==> src/rtl/rc4_sched_if.sv <==
// rtl/rc4_sched_if.sv - phase handshakes, S-memory client ports and status of rc4_sched
// master = scheduler side, slave = datapath/memory side
interface rc4_sched_if #(
  parameter int KEY_WIDTH = 24
);
  logic                 start;
  logic                 init_start, ksa_start, prga_start;
  logic                 init_done, ksa_done, prga_done, prga_fail;
  logic [7:0]           init_address, init_data, ksa_address, ksa_data, prga_address, prga_data;
  logic                 init_wen, ksa_wen, prga_wen;
  logic [7:0]           s_address, s_data;
  logic                 s_wen;
  logic [KEY_WIDTH-1:0] secret_key;
  logic                 busy, key_found, search_fail, timeout;

  modport master (
    input  start, init_done, ksa_done, prga_done, prga_fail,
           init_address, init_data, init_wen, ksa_address, ksa_data, ksa_wen,
           prga_address, prga_data, prga_wen,
    output init_start, ksa_start, prga_start, s_address, s_data, s_wen,
           secret_key, busy, key_found, search_fail, timeout
  );

  modport slave (
    output start, init_done, ksa_done, prga_done, prga_fail,
           init_address, init_data, init_wen, ksa_address, ksa_data, ksa_wen,
           prga_address, prga_data, prga_wen,
    input  init_start, ksa_start, prga_start, s_address, s_data, s_wen,
           secret_key, busy, key_found, search_fail, timeout
  );
endinterface

==> src/rtl/rc4_sched.sv <==
// rtl/rc4_sched.sv - RC4 key-search phase scheduler and single-port S-memory owner
// Optional per-phase watchdog (HUNG state, timeout flag): define RC4_SCHED_WATCHDOG_EN
module rc4_sched #(
  parameter int                   KEY_WIDTH      = 24,
  parameter logic [KEY_WIDTH-1:0] KEY_MAX        = 24'h3FFFFF,
  parameter int unsigned          TIMEOUT_CYCLES = 4096
) (
  input  logic        clk,
  input  logic        reset,
  rc4_sched_if.master bus
);

  typedef enum logic [3:0] {
    IDLE, INIT_GO, INIT_WAIT, KSA_GO, KSA_WAIT, PRGA_GO, PRGA_WAIT, FOUND, EXHAUSTED
`ifdef RC4_SCHED_WATCHDOG_EN
    , HUNG
`endif
  } state_t;

  state_t               state_q, state_d;
  logic [KEY_WIDTH-1:0] key_q;
  logic                 key_clr, key_inc;
  logic                 phase_done;

  // Only the done pulse of the phase being waited on is honoured
  assign phase_done = (state_q == INIT_WAIT && bus.init_done) ||
                      (state_q == KSA_WAIT  && bus.ksa_done)  ||
                      (state_q == PRGA_WAIT && bus.prga_done);

`ifdef RC4_SCHED_WATCHDOG_EN
  logic [12:0] wd_q;
  logic        in_wait;

  assign in_wait = (state_q == INIT_WAIT) || (state_q == KSA_WAIT) || (state_q == PRGA_WAIT);

  // Every GO cycle precedes its WAIT, so the count starts from zero on entry
  always_ff @(posedge clk) begin
    if (reset || !in_wait) wd_q <= '0;
    else                   wd_q <= wd_q + 13'd1;
  end
`endif

  always_ff @(posedge clk) begin
    if (reset) begin
      state_q <= IDLE;
      key_q   <= '0;
    end else begin
      state_q <= state_d;
      if (key_clr)      key_q <= '0;
      else if (key_inc) key_q <= key_q + KEY_WIDTH'(1);
    end
  end

  always_comb begin
    state_d = state_q;
    key_clr = 1'b0;
    key_inc = 1'b0;
    case (state_q)
      INIT_GO:   state_d = INIT_WAIT;
      INIT_WAIT: if (phase_done) state_d = KSA_GO;
      KSA_GO:    state_d = KSA_WAIT;
      KSA_WAIT:  if (phase_done) state_d = PRGA_GO;
      PRGA_GO:   state_d = PRGA_WAIT;
      PRGA_WAIT: begin
        if (phase_done) begin
          if (!bus.prga_fail) begin
            state_d = FOUND;
          end else if (key_q == KEY_MAX) begin
            state_d = EXHAUSTED;
          end else begin
            state_d = INIT_GO;
            key_inc = 1'b1;
          end
        end
      end
      default: begin
        if (bus.start) begin
          state_d = INIT_GO;
          key_clr = 1'b1;
        end
      end
    endcase
`ifdef RC4_SCHED_WATCHDOG_EN
    if (in_wait && !phase_done && wd_q == 13'(TIMEOUT_CYCLES - 1)) state_d = HUNG;
`endif
  end

  always_comb begin
    bus.s_address = 8'h00;
    bus.s_data    = 8'h00;
    bus.s_wen     = 1'b0;
    case (state_q)
      INIT_GO, INIT_WAIT: begin
        bus.s_address = bus.init_address;
        bus.s_data    = bus.init_data;
        bus.s_wen     = bus.init_wen;
      end
      KSA_GO, KSA_WAIT: begin
        bus.s_address = bus.ksa_address;
        bus.s_data    = bus.ksa_data;
        bus.s_wen     = bus.ksa_wen;
      end
      PRGA_GO, PRGA_WAIT: begin
        bus.s_address = bus.prga_address;
        bus.s_data    = bus.prga_data;
        bus.s_wen     = bus.prga_wen;
      end
      default: ;
    endcase
  end

  assign bus.init_start  = (state_q == INIT_GO);
  assign bus.ksa_start   = (state_q == KSA_GO);
  assign bus.prga_start  = (state_q == PRGA_GO);
  assign bus.busy        = (state_q == INIT_GO) || (state_q == INIT_WAIT) ||
                           (state_q == KSA_GO)  || (state_q == KSA_WAIT)  ||
                           (state_q == PRGA_GO) || (state_q == PRGA_WAIT);
  assign bus.key_found   = (state_q == FOUND);
  assign bus.search_fail = (state_q == EXHAUSTED);
  assign bus.secret_key  = key_q;

`ifdef RC4_SCHED_WATCHDOG_EN
  assign bus.timeout = (state_q == HUNG);
`else
  // Without the watchdog the limit has no effect and timeout never rises
  assign bus.timeout = 1'b0 & (TIMEOUT_CYCLES == 0);
`endif

endmodule
==> src/flat_wrapper.sv <==
// flat-port wrapper written by rule: the top's interface ports become plain ports
module rc4_sched_flat 
#(
  parameter int                   KEY_WIDTH      = 24,
  parameter logic [KEY_WIDTH-1:0] KEY_MAX        = 24'h3FFFFF,
  parameter int unsigned          TIMEOUT_CYCLES = 4096
)
  (clk, reset, bus_start, bus_init_done, bus_ksa_done, bus_prga_done, bus_prga_fail, bus_init_address, bus_init_data, bus_init_wen, bus_ksa_address, bus_ksa_data, bus_ksa_wen, bus_prga_address, bus_prga_data, bus_prga_wen, bus_init_start, bus_ksa_start, bus_prga_start, bus_s_address, bus_s_data, bus_s_wen, bus_secret_key, bus_busy, bus_key_found, bus_search_fail, bus_timeout);
  rc4_sched_if #(.KEY_WIDTH(KEY_WIDTH)) bus_i ();
  input  logic clk;
  input  logic reset;
  input wire logic [$bits(bus_i.start)-1:0] bus_start;
  input wire logic [$bits(bus_i.init_done)-1:0] bus_init_done;
  input wire logic [$bits(bus_i.ksa_done)-1:0] bus_ksa_done;
  input wire logic [$bits(bus_i.prga_done)-1:0] bus_prga_done;
  input wire logic [$bits(bus_i.prga_fail)-1:0] bus_prga_fail;
  input wire logic [$bits(bus_i.init_address)-1:0] bus_init_address;
  input wire logic [$bits(bus_i.init_data)-1:0] bus_init_data;
  input wire logic [$bits(bus_i.init_wen)-1:0] bus_init_wen;
  input wire logic [$bits(bus_i.ksa_address)-1:0] bus_ksa_address;
  input wire logic [$bits(bus_i.ksa_data)-1:0] bus_ksa_data;
  input wire logic [$bits(bus_i.ksa_wen)-1:0] bus_ksa_wen;
  input wire logic [$bits(bus_i.prga_address)-1:0] bus_prga_address;
  input wire logic [$bits(bus_i.prga_data)-1:0] bus_prga_data;
  input wire logic [$bits(bus_i.prga_wen)-1:0] bus_prga_wen;
  output wire logic [$bits(bus_i.init_start)-1:0] bus_init_start;
  output wire logic [$bits(bus_i.ksa_start)-1:0] bus_ksa_start;
  output wire logic [$bits(bus_i.prga_start)-1:0] bus_prga_start;
  output wire logic [$bits(bus_i.s_address)-1:0] bus_s_address;
  output wire logic [$bits(bus_i.s_data)-1:0] bus_s_data;
  output wire logic [$bits(bus_i.s_wen)-1:0] bus_s_wen;
  output wire logic [$bits(bus_i.secret_key)-1:0] bus_secret_key;
  output wire logic [$bits(bus_i.busy)-1:0] bus_busy;
  output wire logic [$bits(bus_i.key_found)-1:0] bus_key_found;
  output wire logic [$bits(bus_i.search_fail)-1:0] bus_search_fail;
  output wire logic [$bits(bus_i.timeout)-1:0] bus_timeout;
  assign bus_i.start = bus_start;
  assign bus_i.init_done = bus_init_done;
  assign bus_i.ksa_done = bus_ksa_done;
  assign bus_i.prga_done = bus_prga_done;
  assign bus_i.prga_fail = bus_prga_fail;
  assign bus_i.init_address = bus_init_address;
  assign bus_i.init_data = bus_init_data;
  assign bus_i.init_wen = bus_init_wen;
  assign bus_i.ksa_address = bus_ksa_address;
  assign bus_i.ksa_data = bus_ksa_data;
  assign bus_i.ksa_wen = bus_ksa_wen;
  assign bus_i.prga_address = bus_prga_address;
  assign bus_i.prga_data = bus_prga_data;
  assign bus_i.prga_wen = bus_prga_wen;
  assign bus_init_start = bus_i.init_start;
  assign bus_ksa_start = bus_i.ksa_start;
  assign bus_prga_start = bus_i.prga_start;
  assign bus_s_address = bus_i.s_address;
  assign bus_s_data = bus_i.s_data;
  assign bus_s_wen = bus_i.s_wen;
  assign bus_secret_key = bus_i.secret_key;
  assign bus_busy = bus_i.busy;
  assign bus_key_found = bus_i.key_found;
  assign bus_search_fail = bus_i.search_fail;
  assign bus_timeout = bus_i.timeout;
  rc4_sched #(.KEY_WIDTH(KEY_WIDTH), .KEY_MAX(KEY_MAX), .TIMEOUT_CYCLES(TIMEOUT_CYCLES)) u_core (.clk(clk), .reset(reset), .bus(bus_i));
endmodule
==> config.mk <==
export PLATFORM = sky130hd
export DESIGN_NAME = rc4_sched_flat
export DESIGN_NICKNAME = d
export VERILOG_FILES = /design/src/rtl/rc4_sched_if.sv /design/src/rtl/rc4_sched.sv /design/src/flat_wrapper.sv
export SDC_FILE = /design/constraint.sdc
export NUM_CORES = 1
export LEC_CHECK = 0
export ABC_AREA = 0
export BUFFER_PORTS_ARGS = -buffer_cell sky130_fd_sc_hd__buf_2
export CAP_MARGIN = 20
export CORE_UTILIZATION = 40
export CTS_BUF_LIST = sky130_fd_sc_hd__clkbuf_8
export DETAILED_ROUTE_END_ITERATION = 8
export GPL_ROUTABILITY_DRIVEN = 0
export PLACE_DENSITY = 0.79
export SYNTH_ARGS = -nofsm -noshare
export SYNTH_HDL_FRONTEND = slang
export SYNTH_SLANG_ARGS = --single-unit
export TNS_END_PERCENT = 100
==> constraint.sdc <==
create_clock -name clk -period 5.4 [get_ports clk]
set_clock_uncertainty 0.15 [all_clocks]
set_input_delay 0.27 -clock clk [delete_from_list [all_inputs] [get_ports clk]]
set_output_delay 0.27 -clock clk [all_outputs]
set_load 0.005 [all_outputs]
==> results.rst, run 1 <==
.. list-table::
   :header-rows: 1

   * - Metric
     - Value
   * - Run status
     - completed
   * - Worst Path Class, Setup
     - reg -> out
   * - Via count of the first global-routing pass
     - approximately 2200
   * - HPWL after detailed placement
     - between 4000 and 5000 microns
   * - Cells taking the most area after synthesis
     - sky130_fd_sc_hd__dfxtp_1 26%, sky130_fd_sc_hd__mux2i_1 10%, sky130_fd_sc_hd__a222oi_1 7.8%
   * - Per-instance average area after synthesis
     - roughly 8.5 sq um
   * - Maximum fanout encountered on the critical timing path
     - 17
   * - Clock latency of the later-clocked register in the worst-skew pair
     - 0.29 ns
   * - #FFs+latches synth
     - 28
   * - Final number of hold-violating endpoints
     - 0
   * - Synth Flop Type
     - sky130_fd_sc_hd__dfxtp_1
   * - Arrival time at the worst endpoint
     - 2.35 ns
   * - Final setup TNS
     - 0 ns
   * - Mapped cell area
     - ~0.0022 sq mm
   * - Initial antenna violation count
     - 0
   * - Height of the die
     - between 70 and 80 microns
   * - Net count after synthesis
     - roughly 320
   * - Worst hold-check path type
     - in -> reg
   * - Starting density of the core
     - 42.09%
   * - Fraction of layout instances using a drive strength above 1
     - a little under two fifths
   * - Distinct cells, synth
     - 49
   * - Total number of vias
     - 2381
   * - Instance area after placement
     - roughly 0.0027 sq mm
   * - Drt via density
     - 5.765
   * - Antenna Diode Count
     - 0
   * - Clock tree from TritonCTS
     - done
   * - Cell with the most instances after synthesis
     - sky130_fd_sc_hd__nand3_1
   * - Worst IR Drop VDD
     - around 0.22 mV
   * - Maximum Capacitance Violations
     - 0
   * - Inserted Clock Buffers
     - 3
   * - Post-CTS setup buffer count
     - 0
   * - Count of boundary I/O pins
     - between 100 and 150
   * - Share of the core filled with cells
     - between 50% and 60%
   * - Worst Hold Path Cells
     - 2
   * - Leakage power summed over all cells
     - approximately 0.0012 uW
   * - Area growth from synthesis to layout
     - 24.50%
   * - Antenna viol nets, final
     - 0
   * - WL per Instance
     - between 10 and 15 microns
   * - Rows
     - 26
   * - Placeable core area
     - approximately 0.0052 sq mm
   * - Number of H-tree levels
     - 1
   * - Synth warnings
     - 0
   * - Critical path required time
     - between 4 and 5 ns
   * - Endpoint kind of the worst setup timing path
     - output pin
   * - Min Tclk post-route
     - around 2.8 ns
   * - Relative max-transition margin
     - between 30% and 40%
   * - Clock input transition at the sequential cells of the worst setup and hold paths
     - between 0.1 and 0.15 ns
   * - Number of gates given a new drive strength after cts
     - 0
   * - Length of the first detailed-routing pass in iterations
     - 6
   * - Remaining global-route overflow
     - 0
   * - Number of buffers between clock root and the deepest sink
     - 2
   * - Wire length of the first global-routing pass
     - 9611 microns
   * - Synth area leader
     - sky130_fd_sc_hd__dfxtp_1
   * - Part of the Yosys area used for sequential elements
     - between 20 and 30%
   * - Pwr dens
     - 305.9 mW/mm^2
   * - Count of nets after finishing
     - just over 400
   * - # DRC
     - 0
   * - Final Max Slew Viols
     - 0
   * - Proportion of register bits with asynchronous set or reset after synthesis
     - 0%
   * - Element type at the critical path start
     - flip-flop
   * - Cell count after synthesis
     - 257
   * - Post-synth top cells
     - 30 x sky130_fd_sc_hd__nand3_1, 28 x sky130_fd_sc_hd__dfxtp_1, 23 x sky130_fd_sc_hd__inv_1, 22 x sky130_fd_sc_hd__mux2i_1, 19 x sky130_fd_sc_hd__nand3b_1
   * - Number of hold-repair buffers added at the cts stage
     - 0
   * - Detailed Route Iter0 Violations
     - 208
   * - Reg2reg path depth
     - 4
   * - CTS Root Cell
     - sky130_fd_sc_hd__clkbuf_8
   * - IO Port Bufs
     - roughly 100
   * - Pin count of the biggest net entering global routing
     - 46
   * - Overall track demand over capacity in global routing
     - roughly a fifth
   * - Endpoints failing setup
     - 0
   * - Fin crit share
     - about half
   * - Post-layout instance area
     - around 0.0027 sq mm
   * - Number of sinks driven by the clock tree
     - 28
   * - Overall die width
     - ~76 microns
   * - Slew of the pin with the lowest slew margin
     - approximately 1.0 ns
   * - Total length of routed wires
     - approximately 5700 microns
   * - Area fraction of the dominant cell type after synthesis
     - 25.59%
   * - Fmax
     - 360.6 MHz
   * - Post-synth EDFFs
     - 0
   * - Unrepaired setup endpoints after global routing
     - no
   * - Die ar.
     - around 0.0058 sq mm
final timing paths:
| kind | slack [ns] | end | from |
|---|---|---|---|
| max | 2.63 | bus_s_address[2] | u_core.state_q[1]$_SDFFE_PP0P_ |
| min | 0.01 | u_core.state_q[3]$_SDFFE_PP0P_ | reset |
| max reg2reg | 3.01 | u_core.bus.secret_key[15]$_SDFFE_PP0P_ | u_core.state_q[1]$_SDFFE_PP0P_ |
| min reg2reg | 0.35 | u_core.bus.secret_key[14]$_SDFFE_PP0P_ | u_core.bus.secret_key[14]$_SDFFE_PP0P_ |
routing by layer:
layer / wire length [microns] / share of wire, % / track usage (%)
met4: 104 / 1.8 / 7.692
met1: 2341 / 41 / 23.40
met2: 2965 / 52 / 36.09
met5: 0 / 0 / 0
met3: 334 / 5.8 / 2.994
per-stage QoR:
stage / power (uW) / cells / setup slack, ns / hold slack [ns]
2_1_floorplan: 531.0 / 257 / 3.525 / 0.1891
3_3_place_gp: 655.3 / 409 / 2.988 / 0.3228
3_5_place_dp: 668.5 / 409 / 2.923 / 0.3225
4_1_cts: 839.9 / 413 / 2.607 / 0.01009
5_1_grt: 898.6 / 413 / 2.420 / 0.01062
6_report: 834.4 / 413 / 2.627 / 0.01478
cell type report:
cell class                 count  area [sq um]
clock inverter                 1         30.03
inverter                      24         90.09
sequential                    28         560.5
timing repair buffer         105         528.0
tap                           70         87.58
clock buffer                   3         41.29
fill                         526          2477
multi-input combinational    182          1390
cell usage in the layout (no fill, tap or decap), types with 7 or more instances in the layout:
master | Yosys | layout
sky130_fd_sc_hd__a21oi_1 | 7 | 7
sky130_fd_sc_hd__a222oi_1 | 17 | 17
sky130_fd_sc_hd__buf_2 | 7 | 104
sky130_fd_sc_hd__dfxtp_1 | 28 | 28
sky130_fd_sc_hd__inv_1 | 23 | 23
sky130_fd_sc_hd__mux2i_1 | 22 | 22
sky130_fd_sc_hd__nand2_1 | 14 | 14
sky130_fd_sc_hd__nand3_1 | 30 | 30
sky130_fd_sc_hd__nand3b_1 | 19 | 19
sky130_fd_sc_hd__nor4_1 | 7 | 7
state kept, by name, summed over array words and instances, names as in the netlist:
signal                 cells
u_core.bus.secret_key     24
u_core.state_q             4
cell families (layout without fill, tap and decap cells):
logic type | Yosys count | in the layout | synth area share (%)
adder cells (fa/ha/maj) | 1 | 1 | 0.5710
AND/OR/NAND/NOR | 109 | 109 | 31.70
AO/OA/AOI/OAI | 48 | 48 | 20.16
multiplexers | 22 | 22 | 10.05
other | 1 | 1 | 0.1712
flip-flops | 28 | 28 | 25.59
buffers and inverters | 47 | 133 | 11.36
XOR/XNOR | 1 | 1 | 0.3998
worst max-delay path, cell delays in order, from the launching register on:
cell,delay (ns)
sky130_fd_sc_hd__dfxtp_1,0.63
sky130_fd_sc_hd__xnor2_1,0.16
sky130_fd_sc_hd__nor2_1,0.82
sky130_fd_sc_hd__a222oi_1,0.24
sky130_fd_sc_hd__inv_1,0.10
sky130_fd_sc_hd__buf_2,0.11
power breakdown:
group / internal (uW) / switching (uW)
Clock: 99.5 / 72.7
Combinational: 195 / 223
Sequential: 215 / 29.7
Total: 509 / 325
Note: power is estimated with default switching activity, not from simulation.
==> run 2: changes to the inputs <==
==> constraint.sdc (replaced) <==
create_clock -name clk -period 2.6 [get_ports clk]
set_clock_uncertainty 0.15 [all_clocks]
set_input_delay 0.13 -clock clk [delete_from_list [all_inputs] [get_ports clk]]
set_output_delay 0.13 -clock clk [all_outputs]
set_load 0.005 [all_outputs]
==> run 2 against run 1 <==
Power grew 97%; worst hold slack gained 0.14 ns; clock power grew 39%; sequential cell count is the same; sequential power grew 100%; worst setup slack lost 2.4 ns; critical path type unchanged; largest power group unchanged; highest routed layer unchanged.
==> results.rst, run 2 (same netlist as run 1, synthesis figures left out) <==
.. list-table::
   :header-rows: 1

   * - Metric
     - Value
   * - Run status
     - completed
   * - Total area of sequential cells
     - 561.8 sq um (+0.22%)
   * - WL per Instance
     - 13.87 microns (-0.32%)
   * - Number of buffers between clock root and the deepest sink
     - 2 (unchanged)
   * - Fin crit share
     - between 90% and 100%
   * - Wire length of the first global-routing pass
     - 10090 microns (+5.0%)
   * - Final Max Slew Viols
     - 0 (unchanged)
   * - Antenna viol nets, final
     - 0 (unchanged)
   * - Fmax
     - 415.5 MHz
   * - Via count of the first global-routing pass
     - 2250 (+3.7%)
   * - Count of boundary I/O pins
     - 106 (unchanged)
   * - Die ar.
     - 0.005777 sq mm (unchanged)
   * - Slowest cell on the critical path
     - sky130_fd_sc_hd__or3b_2
   * - Series of cell instances along the critical path
     - or3b_2 -> a21oi_4 -> a222oi_1 -> inv_1 -> buf_2
   * - Worst hold-check path type
     - in -> reg
   * - Number of flip-flops in the largest register
     - 24 (unchanged)
   * - Critical path required time
     - 2.32 ns (-2.66 ns)
   * - Detailed Route Iter0 Violations
     - 236 (+13%)
   * - Clock latency of the later-clocked register in the worst-skew pair
     - 0.28 ns (about the same)
   * - Rows
     - 26 (unchanged)
   * - HPWL after detailed placement
     - 4168 microns (-0.33%)
   * - Starting density of the core
     - 42.09% (unchanged)
   * - Initial antenna violation count
     - 0 (unchanged)
   * - Number of H-tree levels
     - 1 (unchanged)
   * - Element type at the critical path start
     - flip-flop
   * - Final number of hold-violating endpoints
     - 0 (unchanged)
   * - Remaining global-route overflow
     - 0 (unchanged)
   * - Clock tree from TritonCTS
     - done
   * - Placeable core area
     - 0.005205 sq mm (unchanged)
   * - Worst IR Drop VDD
     - 0.4416 mV (+100%)
   * - Unrepaired setup endpoints after global routing
     - no
   * - Pin count of the biggest net entering global routing
     - 46 (unchanged)
   * - Inserted Clock Buffers
     - 3 (unchanged)
   * - Endpoints failing setup
     - 0 (unchanged)
   * - Filler cell count
     - 516 (-1.9%)
   * - Total length of routed wires
     - 5782 microns (+0.64%)
   * - Post-layout instance area
     - 0.002748 sq mm (+0.73%)
   * - Min Tclk post-route
     - approximately 2.4 ns
   * - Endpoint kind of the worst setup timing path
     - output pin
   * - Worst Path Class, Setup
     - reg -> out
   * - Count of nets after finishing
     - 408 (+1.2%)
   * - Most frequent standard cell in the layout excluding fill and tap cells
     - sky130_fd_sc_hd__buf_2
   * - Maximum Capacitance Violations
     - 0 (unchanged)
   * - Drt via density
     - 5.775 (+0.16%)
   * - Clock input transition at the sequential cells of the worst setup and hold paths
     - 0.09 ns (-0.02 ns)
   * - CTS Root Cell
     - sky130_fd_sc_hd__clkbuf_8
   * - Combined area of the multi-input logic cells
     - 0.001399 sq mm (+0.63%)
   * - Commonest cells after routing, fill and taps aside
     - 104 x sky130_fd_sc_hd__buf_2, 30 x sky130_fd_sc_hd__nand3_1, 27 x sky130_fd_sc_hd__dfxtp_1
   * - Leakage power summed over all cells
     - 0.001223 uW (+0.72%)
   * - Pwr dens
     - 597.8 mW/mm^2 (+95%)
   * - Instance area after placement
     - 0.002686 sq mm (+1.1%)
   * - Number of sinks driven by the clock tree
     - 28 (unchanged)
   * - Arrival time at the worst endpoint
     - 2.13 ns (-0.22 ns)
   * - Height of the die
     - 76.01 microns (unchanged)
   * - Post-CTS setup buffer count
     - 0 (unchanged)
   * - Overall die width
     - 76.01 microns (unchanged)
   * - Final setup TNS
     - 0 ns (unchanged)
   * - Total chip power
     - 1642 uW (+97%)
   * - Relative max-transition margin
     - 54.26% (+24 points)
   * - CP max stage delay
     - 0.55 ns (-0.27 ns)
   * - IO Port Bufs
     - 104 (unchanged)
   * - Maximum fanout encountered on the critical timing path
     - 18 (+1)
   * - Total number of vias
     - 2408 (+1.1%)
   * - Fraction of layout instances using a drive strength above 1
     - 38.33% (+1.0 points)
   * - Antenna Diode Count
     - 0 (unchanged)
   * - Post-Route Hold Slack
     - 0.1584 ns (+0.1437 ns)
   * - # DRC
     - 0 (unchanged)
   * - Area growth from synthesis to layout
     - 25.41%
   * - Overall track demand over capacity in global routing
     - 20.64% (+0.76 points)
   * - Slew of the pin with the lowest slew margin
     - 0.6851 ns (-0.3571 ns)
   * - Length of the first detailed-routing pass in iterations
     - 6 (unchanged)
==> run 2: metal layers <==
layer  up-vias  GRT usage, %  part of all wire (%)
li1       1177             -                     -
met1      1119         24.72                    42
met2       105         39.09                    51
met3         7         1.437                   5.4
met4         0         6.154                   1.3
met5         -             0                     0
==> run 2: area by class of cell <==
cell class	count	share of cell area [%]
multi-input combinational	182	50.91
inverter	24	3.279
clock buffer	3	1.503
timing repair buffer	110	20.67
tap	70	3.188
sequential	28	20.45
==> run 2: metrics by stage <==
stage / util (%) / setup WS, ns / cells
detailed placement: 51.61 / 0.2326 / 413
floorplan: - / 0.8451 / 257
CTS: 52.76 / 0.006875 / 417
global route: 52.79 / 0.02368 / 417
global placement: 51.61 / 0.3228 / 413
finish: 52.79 / 0.1935 / 417
==> run 2: final timing paths <==
| kind | startpoint | to | slack (ns) | depth (start not counted) |
|---|---|---|---|---|
| max | u_core.state_q[0]$_SDFFE_PP0P_ | bus_s_address[2] | 0.19 | 5 |
| max reg2reg | u_core.bus.secret_key[0]$_SDFFE_PP0P_ | u_core.bus.secret_key[10]$_SDFFE_PP0P_ | 0.42 | 5 |
| min | bus_start | u_core.state_q[3]$_SDFFE_PP0P_ | 0.16 | 5 |
| min reg2reg | u_core.bus.secret_key[23]$_SDFFE_PP0P_ | u_core.bus.secret_key[23]$_SDFFE_PP0P_ | 0.36 | 2 |
==> run 2: what timing repair did <==
| action | CTS | global route |
|---|---|---|
| endpoints found under the hold margin | 1 | 0 |
| hold buffers | 1 | 0 |
| resized for setup | 2 | 1 |
| endpoints found under the setup margin | 1 | 17 |
==> run 2: critical path: cells and delay by family (launching register included) <==
family	cells	cell delay (ns)
simple gates	1	0.55
buf+inv	2	0.20
flops	1	0.46
compound gates	2	0.64
==> run 2: where the power goes <==
part,switching [uW],internal (uW)
Clock,134,104
Combinational,494,417
Sequential,45.6,447
